$ cat src/rtl/dvi_transmitter_pkg.sv
// Shared TMDS constants for the DVI transmitter: control tokens, clock-lane
// pattern, disparity counter width and the per-symbol encoding choice.
package dvi_transmitter_pkg;

  localparam int unsigned CNT_W = 5;

  localparam logic [9:0] CTRL_TOKEN_00 = 10'b1101010100;
  localparam logic [9:0] CTRL_TOKEN_01 = 10'b0010101011;
  localparam logic [9:0] CTRL_TOKEN_10 = 10'b0101010100;
  localparam logic [9:0] CTRL_TOKEN_11 = 10'b1010101011;

  localparam logic [9:0] CLK_PATTERN = 10'b1111100000;

  typedef enum logic [1:0] {
    SEL_CTRL,
    SEL_BALANCED,
    SEL_INVERT,
    SEL_KEEP
  } enc_sel_e;

  function automatic logic [9:0] ctrl_token(input logic c1, input logic c0);
    case ({c1, c0})
      2'b00:   return CTRL_TOKEN_00;
      2'b01:   return CTRL_TOKEN_01;
      2'b10:   return CTRL_TOKEN_10;
      default: return CTRL_TOKEN_11;
    endcase
  endfunction

endpackage

$ cat src/rtl/dvi_transmitter_tmds.sv
// One TMDS lane: stage 1 builds the transition-minimised q_m word, stage 2
// applies DC balancing against the lane's running disparity.
module tmds_encoder
  import dvi_transmitter_pkg::*;
(
  input  logic       clk,
  input  logic       rst,
  input  logic [7:0] din,
  input  logic       c0,
  input  logic       c1,
  input  logic       de,
  output logic [9:0] dout
);

  localparam logic [CNT_W-1:0] CNT_TWO = CNT_W'(2);

  logic [3:0]       n1d;
  logic             use_xnor;
  logic             acc;
  logic [8:0]       qm_d, qm_q;
  logic             de_q, c0_q, c1_q;
  logic [3:0]       n1, n0;
  logic [CNT_W-1:0] diff, cnt_d, cnt_q;
  logic             cnt_pos, cnt_neg;
  enc_sel_e         sel;
  logic [9:0]       dout_d, dout_q;

  always_comb begin
    n1d = '0;
    for (int unsigned i = 0; i < 8; i++) n1d = n1d + {3'b000, din[i]};
    use_xnor = (n1d > 4'd4) || ((n1d == 4'd4) && !din[0]);
    acc      = din[0];
    qm_d     = '0;
    qm_d[0]  = din[0];
    for (int unsigned i = 1; i < 8; i++) begin
      acc     = use_xnor ? ~(acc ^ din[i]) : (acc ^ din[i]);
      qm_d[i] = acc;
    end
    qm_d[8] = ~use_xnor;
  end

  always_ff @(posedge clk or posedge rst) begin
    if (rst) begin
      qm_q <= '0;
      de_q <= 1'b0;
      c0_q <= 1'b0;
      c1_q <= 1'b0;
    end else begin
      qm_q <= qm_d;
      de_q <= de;
      c0_q <= c0;
      c1_q <= c1;
    end
  end

  // Counter arithmetic is done modulo 2^CNT_W; the bit pattern equals the
  // signed result because the disparity never leaves -8..+8.
  always_comb begin
    n1 = '0;
    for (int unsigned i = 0; i < 8; i++) n1 = n1 + {3'b000, qm_q[i]};
    n0      = 4'd8 - n1;
    diff    = {1'b0, n1} - {1'b0, n0};
    cnt_neg = cnt_q[CNT_W-1];
    cnt_pos = !cnt_neg && (cnt_q != '0);

    if (!de_q)                                         sel = SEL_CTRL;
    else if ((cnt_q == '0) || (n1 == n0))              sel = SEL_BALANCED;
    else if ((cnt_pos && n1 > n0) || (cnt_neg && n0 > n1)) sel = SEL_INVERT;
    else                                               sel = SEL_KEEP;

    dout_d = ctrl_token(c1_q, c0_q);
    cnt_d  = '0;
    case (sel)
      SEL_BALANCED: begin
        dout_d = {~qm_q[8], qm_q[8], qm_q[8] ? qm_q[7:0] : ~qm_q[7:0]};
        cnt_d  = qm_q[8] ? (cnt_q + diff) : (cnt_q - diff);
      end
      SEL_INVERT: begin
        dout_d = {1'b1, qm_q[8], ~qm_q[7:0]};
        cnt_d  = cnt_q - diff + (qm_q[8] ? CNT_TWO : '0);
      end
      SEL_KEEP: begin
        dout_d = {1'b0, qm_q[8], qm_q[7:0]};
        cnt_d  = cnt_q + diff - (qm_q[8] ? '0 : CNT_TWO);
      end
      default: ;
    endcase
  end

  always_ff @(posedge clk or posedge rst) begin
    if (rst) begin
      dout_q <= CTRL_TOKEN_00;
      cnt_q  <= '0;
    end else begin
      dout_q <= dout_d;
      cnt_q  <= cnt_d;
    end
  end

  assign dout = dout_q;

endmodule

$ cat src/rtl/dvi_transmitter_top.sv
// DVI TMDS transmitter front end: registers the RGB888 pixel and syncs, then
// encodes B/G/R on three lanes; serialization happens outside this block.
module dvi_transmitter_top
  import dvi_transmitter_pkg::*;
(
  input  logic        pclk,
  input  logic        reset,
  input  logic [23:0] video_din,
  input  logic        video_hsync,
  input  logic        video_vsync,
  input  logic        video_de,
  output logic [9:0]  tmds_ch0,
  output logic [9:0]  tmds_ch1,
  output logic [9:0]  tmds_ch2,
  output logic [9:0]  tmds_clk_word
);

  logic [23:0] din_q;
  logic        hsync_q, vsync_q, de_q;

  always_ff @(posedge pclk or posedge reset) begin
    if (reset) begin
      din_q   <= '0;
      hsync_q <= 1'b0;
      vsync_q <= 1'b0;
      de_q    <= 1'b0;
    end else begin
      din_q   <= video_din;
      hsync_q <= video_hsync;
      vsync_q <= video_vsync;
      de_q    <= video_de;
    end
  end

  tmds_encoder u_enc_b (
    .clk  (pclk),
    .rst  (reset),
    .din  (din_q[7:0]),
    .c0   (hsync_q),
    .c1   (vsync_q),
    .de   (de_q),
    .dout (tmds_ch0)
  );

  tmds_encoder u_enc_g (
    .clk  (pclk),
    .rst  (reset),
    .din  (din_q[15:8]),
    .c0   (1'b0),
    .c1   (1'b0),
    .de   (de_q),
    .dout (tmds_ch1)
  );

  tmds_encoder u_enc_r (
    .clk  (pclk),
    .rst  (reset),
    .din  (din_q[23:16]),
    .c0   (1'b0),
    .c1   (1'b0),
    .de   (de_q),
    .dout (tmds_ch2)
  );

  assign tmds_clk_word = CLK_PATTERN;

endmodule

$ cat config.mk
export PLATFORM = sky130hd
export DESIGN_NAME = dvi_transmitter_top
export DESIGN_NICKNAME = d
export VERILOG_FILES = /design/src/rtl/dvi_transmitter_pkg.sv /design/src/rtl/dvi_transmitter_tmds.sv /design/src/rtl/dvi_transmitter_top.sv
export SDC_FILE = /design/constraint.sdc
export NUM_CORES = 1
export LEC_CHECK = 0
export ABC_AREA = 1
export BUFFER_PORTS_ARGS = -buffer_cell sky130_fd_sc_hd__buf_2
export CAP_MARGIN = 20
export CELL_PAD_IN_SITES_DETAIL_PLACEMENT = 1
export CELL_PAD_IN_SITES_GLOBAL_PLACEMENT = 2
export CORE_MARGIN = 1.5
export CORE_UTILIZATION = 37
export DETAILED_ROUTE_END_ITERATION = 10
export HOLD_SLACK_MARGIN = 0.03
export PLACE_DENSITY_LB_ADDON = 0.1
export SYNTH_ARGS = -nofsm -noshare
export SYNTH_HDL_FRONTEND = slang
export SYNTH_SLANG_ARGS = --single-unit
$ cat constraint.sdc
create_clock -name pclk -period 4.87 [get_ports pclk]
set_clock_uncertainty 0.15 [all_clocks]
set_input_delay 0.487 -clock pclk [delete_from_list [all_inputs] [get_ports pclk]]
set_output_delay 0.487 -clock pclk [all_outputs]
set_load 0.02 [all_outputs]
# Word-level counts from Yosys, hierarchy flattened
# Cells that the tools add are included.
[op_classes]
addsub = 60
magnitude_cmp = 9
n_eq_ne = 17
n_mux = 49
bitwise_logic = 51
n_reduce_logical = 34
[op_table]
columns = ["op", "count"]
rows = [
  ["$add 4x1->4", 36],
  ["$pmux 10 s3", 4],
  ["$pmux 5 s3", 3],
  ["$add 5x5->5", 6],
  ["$sub 5x5->5", 6],
  ["$not 1->1", 27],
  ["$gt 4x4->1", 6],
  ["$mux 1", 24],
  ["$mux 2", 12],
  ["$mux 8", 3],
  ["$not 8->8", 3],
  ["$xor 1x1->1", 21],
  ["$logic_not 5->1", 3],
  ["$mux 5", 3],
  ["$reduce_bool 5->1", 3],
  ["$sub 4x4->5", 3],
  ["$eq 2x2->1 const B", 7],
  ["$add 1x1->2", 6],
  ["$eq 4x3->1 const B", 3],
  ["$eq 4x4->1", 3],
  ["$gt 4x3->1 const B", 3],
  ["$logic_and 1x1->1", 12],
  ["$sub 4x4->4 const A", 3],
  ["$logic_or 1x1->1", 9],
  ["3 further kinds", 11],
]
[totals]
regBits = 102
input_bits = 29
out_inout_bits = 40
word_cells = 236

# Depth between registers and ports, before layout
# Gate-level depths: netlist of run 1.
[depth]
word_depth = 29
ltp_mapped = 20
ltp_nobuf = 20

# Hierarchy
# Synthesis of run 1 repeated with hierarchy kept, for this count alone.
[hier_totals]
hier_cells = 795
area_unflattened_um2 = 7088.0
[by_module_without_submodules]
columns = ["module", "n_inst", "cells_each", "area_each_um2"]
rows = [
  ["tmds_encoder at u_enc_g", 1, 261, 2134.5],
  ["tmds_encoder at u_enc_b", 1, 247, 2109.5],
  ["tmds_encoder at u_enc_r", 1, 247, 2082.0],
  ["dvi_transmitter_top", 1, 40, 762.0],
]

# Least setup slack after synthesis of run 1
# No wires, ideal clock.
[synth_timing]
path_kind = "reg2reg"
from = "register u_enc_b.qm_q[0]"
to = "register u_enc_b.cnt_q[4]"
setup_ns = 0.124
arrival_time_ns = 3.928
required_time_ns = 4.596
slack_ns = 0.667
path_stages_with_launch = 17
cell_sequence = "dfrtp_1 ha_1 inv_1 fa_1 fa_1 fa_1 fa_1 inv_1 ha_1 o21bai_1 nand2_1 xor2_1 inv_1 nor2_1 nand3_1 nand3_1 nand3_1"
[synth_via]
elab_chain_cells = 16
elab_cells_between_ends = 28
classes_between = "add/sub: 13; order compare: 2; eq/ne: 4; mux: 5; reduce/logical: 4"
[synth_lines]
columns = ["item", "line", "text"]
rows = [
  ["from (decl)", "dvi_transmitter_tmds.sv:20", "logic [8:0] qm_d, qm_q;"],
  ["from (signal assigned)", "dvi_transmitter_tmds.sv:49", "qm_q <= qm_d;"],
  ["$add 1x1->2 *", "dvi_transmitter_tmds.sv:60", "for (int unsigned i = 0; i < 8; i++) n1 = n1 + {3'b000, qm_q[i]};"],
  ["$add 4x1->4 * (6 in series)", "dvi_transmitter_tmds.sv:60", ""],
  ["branches (longest 8 deep; another with $sub 4x4->5)", "n/a", ""],
  ["$pmux 5 s3 *", "dvi_transmitter_tmds.sv:73", "case (sel)"],
  ["net u_enc_b.cnt_d[4]", "dvi_transmitter_tmds.sv:23", "logic [CNT_W-1:0] diff, cnt_d, cnt_q;"],
  ["to (signal assigned)", "dvi_transmitter_tmds.sv:96", "cnt_q <= cnt_d;"],
  ["to (decl)", "dvi_transmitter_tmds.sv:23", ""],
]
# Mark *: on every way through the listed nets, which the timed path passes.

# Worst setup path in the final report of run 1
[layout_timing]
from = "register u_enc_g.qm_q[0]"
to = "register u_enc_g.cnt_q[3]"
[layout_via]
elab_chain_cells = 16
elab_cells_between_ends = 28
classes_between = "add/sub: 13; order compare: 2; eq/ne: 4; mux: 5; reduce/logical: 4"
[layout_lines]
columns = ["item", "line"]
rows = [
  ["from (decl)", "dvi_transmitter_tmds.sv:20"],
  ["from (signal assigned)", "dvi_transmitter_tmds.sv:49"],
  ["$add 1x1->2 *", "dvi_transmitter_tmds.sv:60"],
  ["$add 4x1->4 * (6 in series)", "dvi_transmitter_tmds.sv:60"],
  ["branches (longest 8 deep; another with $sub 4x4->5)", "n/a"],
  ["$pmux 5 s3 *", "dvi_transmitter_tmds.sv:73"],
  ["net u_enc_g.cnt_d[3]", "dvi_transmitter_tmds.sv:23"],
  ["to (signal assigned)", "dvi_transmitter_tmds.sv:96"],
  ["to (decl)", "dvi_transmitter_tmds.sv:23"],
]
# Marks and branches as above.

==> metrics.txt, run 1 <==
status=finished clean; hold buffers post-CTS=0; GRT overflow=0; Max Transition Viols Final=0; 1st-iter DRT viols=89; Via density=4.769; Die Y-Extent=136.4 um; Final period util=92.63%; cell row count=48; final core occ=42.69%; Routed WL=15.22 mm; most common cell after layout, fill and taps aside=inv_1; relative slew slack=about 45%; main combinational cell family by area after synthesis=adder cells; post-synthesis simple-gate area fraction=17.49%; Synth Area in Compound Gates=between 6 and 7%; residual DRC count=0; Ys Warns=0; All-Layer GR Usage=18.14%; DR WL/cell=14.84 um; fmax=~220 MHz; Syn Std Cell Area=between 6000 and 7000 sq um; Yosys reg bits=102; number of port buffers=58; Final Setup Violations=0; Die Span X=between 100 and 150 um; most frequent cells in the layout=inv_1 (143), nand2_1 (127), dfrtp_1 (87), nand3_1 (70), ha_1 (59); Max Cap Viol=0; Final Net Count=911; mean post-synth cell area=roughly 9 sq um; unrepaired setup endpoints after global routing=no; Post-CTS Setup Bufs=0; TritonCTS Buffers=9; Hold Path Class=in2reg; clock slew at reported path FFs=0.08 ns; layout cell share with drive strength beyond 1=around 15%; Setup TNS Final=0 ns; GPL Wtd Cong=0.8121; crit path kind=reg2reg; Worst Max-Slew Pin Slew=0.8321 ns; Critical Path Start Type=flop; synthesized instance count=731; Worst EP required=4.95 ns; CTS Buffer Depth=2; vias in the first global route=between 5k and 6k; Synth Area in XOR/XNOR=6.933%; 1st-pass router iterations=4; Clock Latency Late Sink=0.36 ns; Core Box Area=17360 sq um; dpl cells=roughly 1.0k; CTS root buf=clkbuf_16; P&R area growth vs syn=12.48%; full die area=18610 sq um; I/O pins=69; CTS tree=done; adder-cell share of the synthesized area=19.41%; Sink Count=102; H-tree levels=3; Max FO, Critical Path=4; Layout Cells excl Fill=around 1k; fin crit period=4.511 ns; crit path DAT=around 4.6 ns; Distinct cells, synth=39; sequential element share of the synthesized area=39.03%; largest net degree at the start of global routing=68; initial antenna violation count=0; Hold WS=0.07590 ns; post-DP HPWL=12.12 mm; Layout fillers=~2.1k; Hold Vio Cnt, Final=0; first-pass GRT wire length=26.27 mm; vias=4893; mux contribution to synthesized area=0%; # diodes=0; Setup crit end kind=flop; Resize count post-CTS=0; Initial Utilization=37.95%; ANT nets after route=0
worst paths after layout:
kind,startpoint,to,slack [ns],depth (start not counted)
hold / removal,video_din[21],din_q[21],0.08,1
setup reg to reg,u_enc_g.qm_q[0],u_enc_g.cnt_q[3],0.36,13
setup / recovery,u_enc_g.qm_q[0],u_enc_g.cnt_q[3],0.36,13
max in group asynchronous,reset,u_enc_g.dout[4],3.38,3
min in group asynchronous,reset,hsync_q,0.15,2
hold reg to reg,hsync_q,u_enc_b.c0_q,0.21,0
cells by family after synthesis:
group                      Yosys count
DFF                                102
xor gates and xnor gates            44
adders and majority gates           86
buffers and inverters              168
AOI/OAI and AO/OA                   72
and+or+nand+nor                    257
other                                2
synthesized netlist by cell type, drive strengths merged:
master | count | area (sq um)
dfrtp | 87 | 2177
fa | 27 | 540.5
conb | 2 | 7.510
o22ai | 1 | 6.260
o21bai | 4 | 30.03
o21ai | 30 | 165.2
nand4 | 5 | 31.28
a31oi | 3 | 18.77
a22oi | 2 | 15.01
xnor3 | 3 | 67.56
dfstp | 15 | 394.1
o211ai | 13 | 102.6
nor2 | 43 | 198.9
xor2 | 30 | 285.3
xnor2 | 11 | 103.9
nand3 | 71 | 360.3
ha | 59 | 738.2
buf | 11 | 80.07
nand2 | 131 | 511.7
inv | 154 | 578.1
nand3b | 4 | 30.03
a21oi | 14 | 70.07
o221ai | 5 | 43.79
nor3 | 3 | 20.02
clkbuf | 3 | 11.26
sequential cells by signal (all words and copies together), names as in the netlist:
name,cells
u_enc_r.cnt_q,5
u_enc_b.c1_q,1
u_enc_b.dout,10
u_enc_r.qm_q,9
u_enc_g.qm_q,9
u_enc_r.dout,10
u_enc_g.de_q,1
u_enc_b.cnt_q,5
hsync_q,1
u_enc_g.dout,10
de_q,1
din_q,24
u_enc_b.c0_q,1
u_enc_g.cnt_q,5
u_enc_b.qm_q,9
vsync_q,1
per-stage QoR:
stage,worst slack [ns],area (sq um)
floorplan,0.6675,6618
global placement,0.5007,7116
detailed placement,0.3490,7116
CTS,0.3445,7410
global route,0.1003,7410
finish,0.3588,7410
area by class of cell:
| class | instances | area (sq um) | area share (%) |
|---|---|---|---|
| Inverter | 154 | 580.6 | 7.835 |
| Timing Repair Buffer | 60 | 305.3 | 4.120 |
| Multi-Input combinational cell | 469 | 3377 | 45.58 |
| Sequential cell | 102 | 2571 | 34.70 |
| Clock inverter | 7 | 68.82 | 0.9287 |
| Tap cell | 225 | 281.5 | 3.799 |
| Clock buffer | 9 | 225.2 | 3.040 |
worst max-delay path: stages, from the launching register on:
cell      delay (ns)
dfrtp_1         0.40
ha_1            0.29
inv_1           0.06
fa_1            0.51
fa_1            0.52
fa_1            0.48
fa_1            0.59
inv_1           0.07
ha_1            0.35
o21ai_0         0.25
xor2_1          0.28
inv_1           0.09
a22oi_1         0.23
o211ai_1        0.12
per-layer routing:
metal	GRT usage, %	share of wire, %
met1	21.03	43
met2	34.06	53
met3	3.281	2.4
met4	4.787	1.5
met5	0	0
Power of run 1 is not shown: default switching activity piles up to over one toggle a cycle in this logic, so the estimate is an artifact.
==> inputs of run 2 (changes only) <==
- REMOVE_ABC_BUFFERS: not set -> 1
==> metrics.txt, run 2 (synthesis results as in run 1) <==
status=finished clean; CP delay by family, top=adder cells; 1st-pass router iterations=4; Worst path most repeated cell=fa_1; largest net degree at the start of global routing=roughly 80; H-tree levels=3; Layout fillers=about 2.0k; most common cell after layout, fill and taps aside=inv_1; Hold Path Class=in2reg; ANT nets after route=0; Resize count post-CTS=0; Crit-path slowest cell=fa_1; CTS root buf=clkbuf_16; DR WL/cell=14.98 um; Max Cap Viol=0; GPL Wtd Cong=0.7958; Highest Signal Layer=met4; CP Depth=16; WL met3=approximately 400 um; Final Net Count=911; relative slew slack=34.81%; Layout Cells excl Fill=1026; Hold Vio Cnt, Final=0; CTS tree=done; Setup WS post-layout=0.3720 ns; met1 wire length=6.569 mm; first-pass GRT wire length=26.16 mm; vias in the first global route=around 5.3k; Reg2Reg Depth=16; Routed WL=15.37 mm; hold buffers post-CTS=0; Die Span X=136.4 um; Cell Area, Placed=7116 sq um; Largest register FFs=24; dpl cells=~1k; post-DP HPWL=12.42 mm; Core Box Area=17360 sq um; GRT overflow=0; Max Transition Viols Final=0; number of port buffers=58; Critical Path Start Type=flop; All-Layer GR Usage=18.23%; Initial Utilization=between 30% and 40%; layout cell share with drive strength beyond 1=15.11%; Crit path buffers/inverters=3; Die Y-Extent=136.4 um; Max FO, Critical Path=4; unrepaired setup endpoints after global routing=no; Worst EP required=4.95 ns; cell row count=48; CTS Buffer Depth=2; Sink Count=102; Final Cell Area=7402 sq um; crit path DAT=4.58 ns; P&R area growth vs syn=12.36%; full die area=18610 sq um; met2 WL=8.202 mm; vias=4908; CP Cell Sequence=ha_1 -> inv_1 -> fa_1 -> fa_1 -> fa_1 -> fa_1 -> inv_1 -> ha_1 -> o21bai_1 -> nand2_1 -> xor2_1 -> inv_1 -> nor2_1 -> nand3_1 -> nand3_1 -> nand3_1; Worst Max-Slew Pin Slew=0.9778 ns; clock slew at reported path FFs=0.07 ns; Final Setup Violations=0; Final period util=between 90 and 100%; crit path kind=reg2reg; Via density=4.784; fmax=222.3 MHz; most frequent cells in the layout=inv_1 (143), nand2_1 (127), dfrtp_1 (87), nand3_1 (70), ha_1 (59); post-place setup slack=~0.37 ns; Clock Latency Late Sink=between 0.3 and 0.4 ns; Setup crit end kind=flop; cell depth of the worst hold path=1; Setup TNS Final=0 ns; initial antenna violation count=0; # diodes=0; I/O pins=69; CP max stage delay=0.61 ns; TritonCTS Buffers=9; 1st-iter DRT viols=112; most flop-heavy register=din_q; fin crit period=4.498 ns; residual DRC count=0; Post-CTS Setup Bufs=0
run 2: cell count changes in the layout (fill, tap and decap cells not counted), sizes merged:
| cell | previous run | this run |
|---|---|---|
| clkbuf | 9 | 11 |
| clkinv | 2 | 1 |
| inv | 157 | 156 |
run 2: metrics by stage:
stage	utilization [%]	hold WS [ns]
after floorplan	-	0.1812
after CTS	42.65	0.06856
after detailed placement	41.00	0.1894
after global routing	42.65	0.06663
final	42.65	0.08642
after global placement	41.00	0.1856
run 2: worst paths after layout:
check	to	slack, ns	startpoint
min in group asynchronous	din_q[4]	0.20	reset
max in group asynchronous	u_enc_b.dout[9]	3.41	reset
hold reg to reg	u_enc_b.c0_q	0.20	hsync_q
setup reg to reg	u_enc_b.cnt_q[4]	0.37	u_enc_b.qm_q[1]
hold / removal	din_q[16]	0.09	video_din[16]
setup / recovery	u_enc_b.cnt_q[4]	0.37	u_enc_b.qm_q[1]
run 2: area by class of cell:
cell class / instances / area (sq um) / area share (%)
multi-input cells: 469 / 3377 / 45.62
flip-flops and latches: 102 / 2571 / 34.74
inverters: 154 / 580.6 / 7.843
repair buffers: 60 / 305.3 / 4.124
well taps: 225 / 281.5 / 3.803
clock buffers: 11 / 242.7 / 3.279
clock inverters: 5 / 43.79 / 0.5916
run 2: routing by layer:
metal / vias up / GRT usage (%)
met5: - / 0
met4: 0 / 5.024
met3: 17 / 3.057
met2: 72 / 34.15
met1: 2425 / 21.28
li1: 2394 / -
Power of run 2 is left out for the same reason.
==> inputs of run 3 (changes only) <==
- CAP_MARGIN: 20 -> 10
- CORE_UTILIZATION: 37 -> 33
- clock period: 4.87 -> 3.6 ns (I/O delays scaled with it)
==> metrics.txt, run 3 (synthesis results as in run 1) <==
Sink Count=102; Routed WL=18.73 mm; P&R area growth vs syn=48.21%; Hold Path Class=reg2reg; crit path kind=reg2reg; Critical Path Start Type=flop; GPL Wtd Cong=0.8113; relative slew slack=49.55%; FF-to-FF End=u_enc_b.cnt_q[2]; Final Setup Violations=43; Die Y-Extent=144.3 um; initial antenna violation count=0; Clock Latency Late Sink=around 0.36 ns; Max Transition Viols Final=0; DR WL/cell=~15 um; GRT overflow=0; Multi-input gate area=4404 sq um; Crit path buffers/inverters=2; CTS Buffer Depth=2; CTS tree=done; cell row count=51; first-pass GRT wire length=29.80 mm; # diodes=0; residual DRC count=0; post-DP HPWL=13.44 mm; Via density=about 4.6; CP delay by family, top=adder cells; Core Box Area=roughly 20000 sq um; end of the critical path=u_enc_b.cnt_q[2]; layout cell share with drive strength beyond 1=42.56%; CTS root buf=clkbuf_16; number of port buffers=58; Final Net Count=1057; Setup crit end kind=flop; unrepaired setup endpoints after global routing=yes; Cell Area, Placed=7819 sq um; Final Cell Area=9763 sq um; reg-to-reg slack, setup=-0.53 ns; Initial Utilization=roughly a third; CP max stage delay=0.60 ns; CP Depth=12; CP startpoint=u_enc_b.qm_q[0]; 1st-pass router iterations=4; All-Layer GR Usage=a little under a fifth; vias=5572; Hold Vio Cnt, Final=0; TritonCTS Buffers=9; Worst path most repeated cell=fa_2; Reg2Reg Depth=12; Worst EP required=3.70 ns; largest net degree at the start of global routing=55; Setup WS post-layout=-0.5322 ns; Max FO, Critical Path=3; CP Cell Sequence=ha_4 -> inv_2 -> fa_1 -> fa_1 -> fa_2 -> fa_2 -> buf_6 -> fa_2 -> ha_4 -> o22ai_2 -> a21oi_1 -> nand2_1; most flop-heavy register=din_q; crit path DAT=4.23 ns; Max Cap Viol=0; vias in the first global route=just over 6k; fmax=242.0 MHz; H-tree levels=3; Layout fillers=between 2k and 2.5k; fin crit period=4.132 ns; Crit-path slowest cell=fa_2; status=complete, but fails checks; reg2reg start=u_enc_b.qm_q[0]; Final period util=114.8%; area occupied by registers=2571 sq um; clock slew at reported path FFs=0.07 ns; ANT nets after route=0; most common cell after layout, fill and taps aside=inv_1; Largest register FFs=24; I/O pins=69; Die Span X=144.3 um; failing checks=negative setup slack; most frequent cells in the layout=inv_1 (126), buf_4 (92), nand2_1 (88), dfrtp_1 (87), buf_2 (58); 1st-iter DRT viols=108; Worst Max-Slew Pin Slew=0.7489 ns; full die area=~21000 sq um
[run 3: changes by cell type in the layout (fill, tap and decap cells not counted), sizes merged]
cell,previous run,this run
buf,60,178
dlygate4sd3,0,28
inv,156,159
clkbuf,11,9
clkinvlp,2,1
[run 3: worst min path at each step]
stage | startpoint | depth (start not counted) | slack, ns | to
floorplan | hsync_q | 0 | 0.18 | u_enc_b.c0_q
global placement | vsync_q | 0 | 0.19 | u_enc_b.c1_q
detailed placement | de_q | 0 | 0.19 | u_enc_g.de_q
CTS | hsync_q | 0 | 0.21 | u_enc_b.c0_q
global route | vsync_q | 0 | 0.21 | u_enc_b.c1_q
finish | hsync_q | 0 | 0.20 | u_enc_b.c0_q
[run 3: what timing repair did]
action / in CTS / in global routing
hold buffers: 28 / 0
pin swaps: 53 / 54
endpoints found under the setup margin: 46 / 47
endpoints found under the hold margin: 72 / 0
setup buffers: 14 / 21
gates resized for setup: 137 / 130
[run 3: layer usage]
layer | track usage, % | part of all wire (%) | vias up
met5 | 0 | 0 | -
met4 | 4.094 | 1.4 | 0
met3 | 3.841 | 3.1 | 20
met2 | 34.98 | 55 | 83
met1 | 21.44 | 40 | 2772
li1 | - | - | 2697
[run 3: layout make-up]
| cell class | instances | area share, % |
|---|---|---|
| multi-input cells | 469 | 45.11 |
| repair buffers | 206 | 16.15 |
| clock inverters | 7 | 0.6280 |
| clock buffers | 9 | 2.307 |
| flip-flops and latches | 102 | 26.34 |
| well taps | 265 | 3.396 |
| inverters | 154 | 6.075 |
[run 3: metrics by stage]
step	setup WS, ns	TNS, ns	util, %	hold WS [ns]	instances
2_1_floorplan	-0.6025	-9.762	-	0.1812	725
3_3_place_gp	-0.6309	-17.48	40.04	0.1909	1137
3_5_place_dp	-0.7371	-20.80	40.04	0.1855	1137
4_1_cts	-0.5042	-14.79	46.51	0.2076	1195
5_1_grt	-0.6574	-20.86	50.00	0.2091	1212
6_report	-0.5322	-14.11	50.00	0.2039	1212
[run 3: worst register-to-register path, cell delays in order (launching register included)]
cell and delay (ns):
dfrtp_1 0.42, ha_4 0.28, inv_2 0.03, fa_1 0.51, fa_1 0.45, fa_2 0.42
fa_2 0.60, buf_6 0.12, fa_2 0.47, ha_4 0.28, o22ai_2 0.06, a21oi_1 0.15
nand2_1 0.07
Power of run 3 is left out for the same reason.
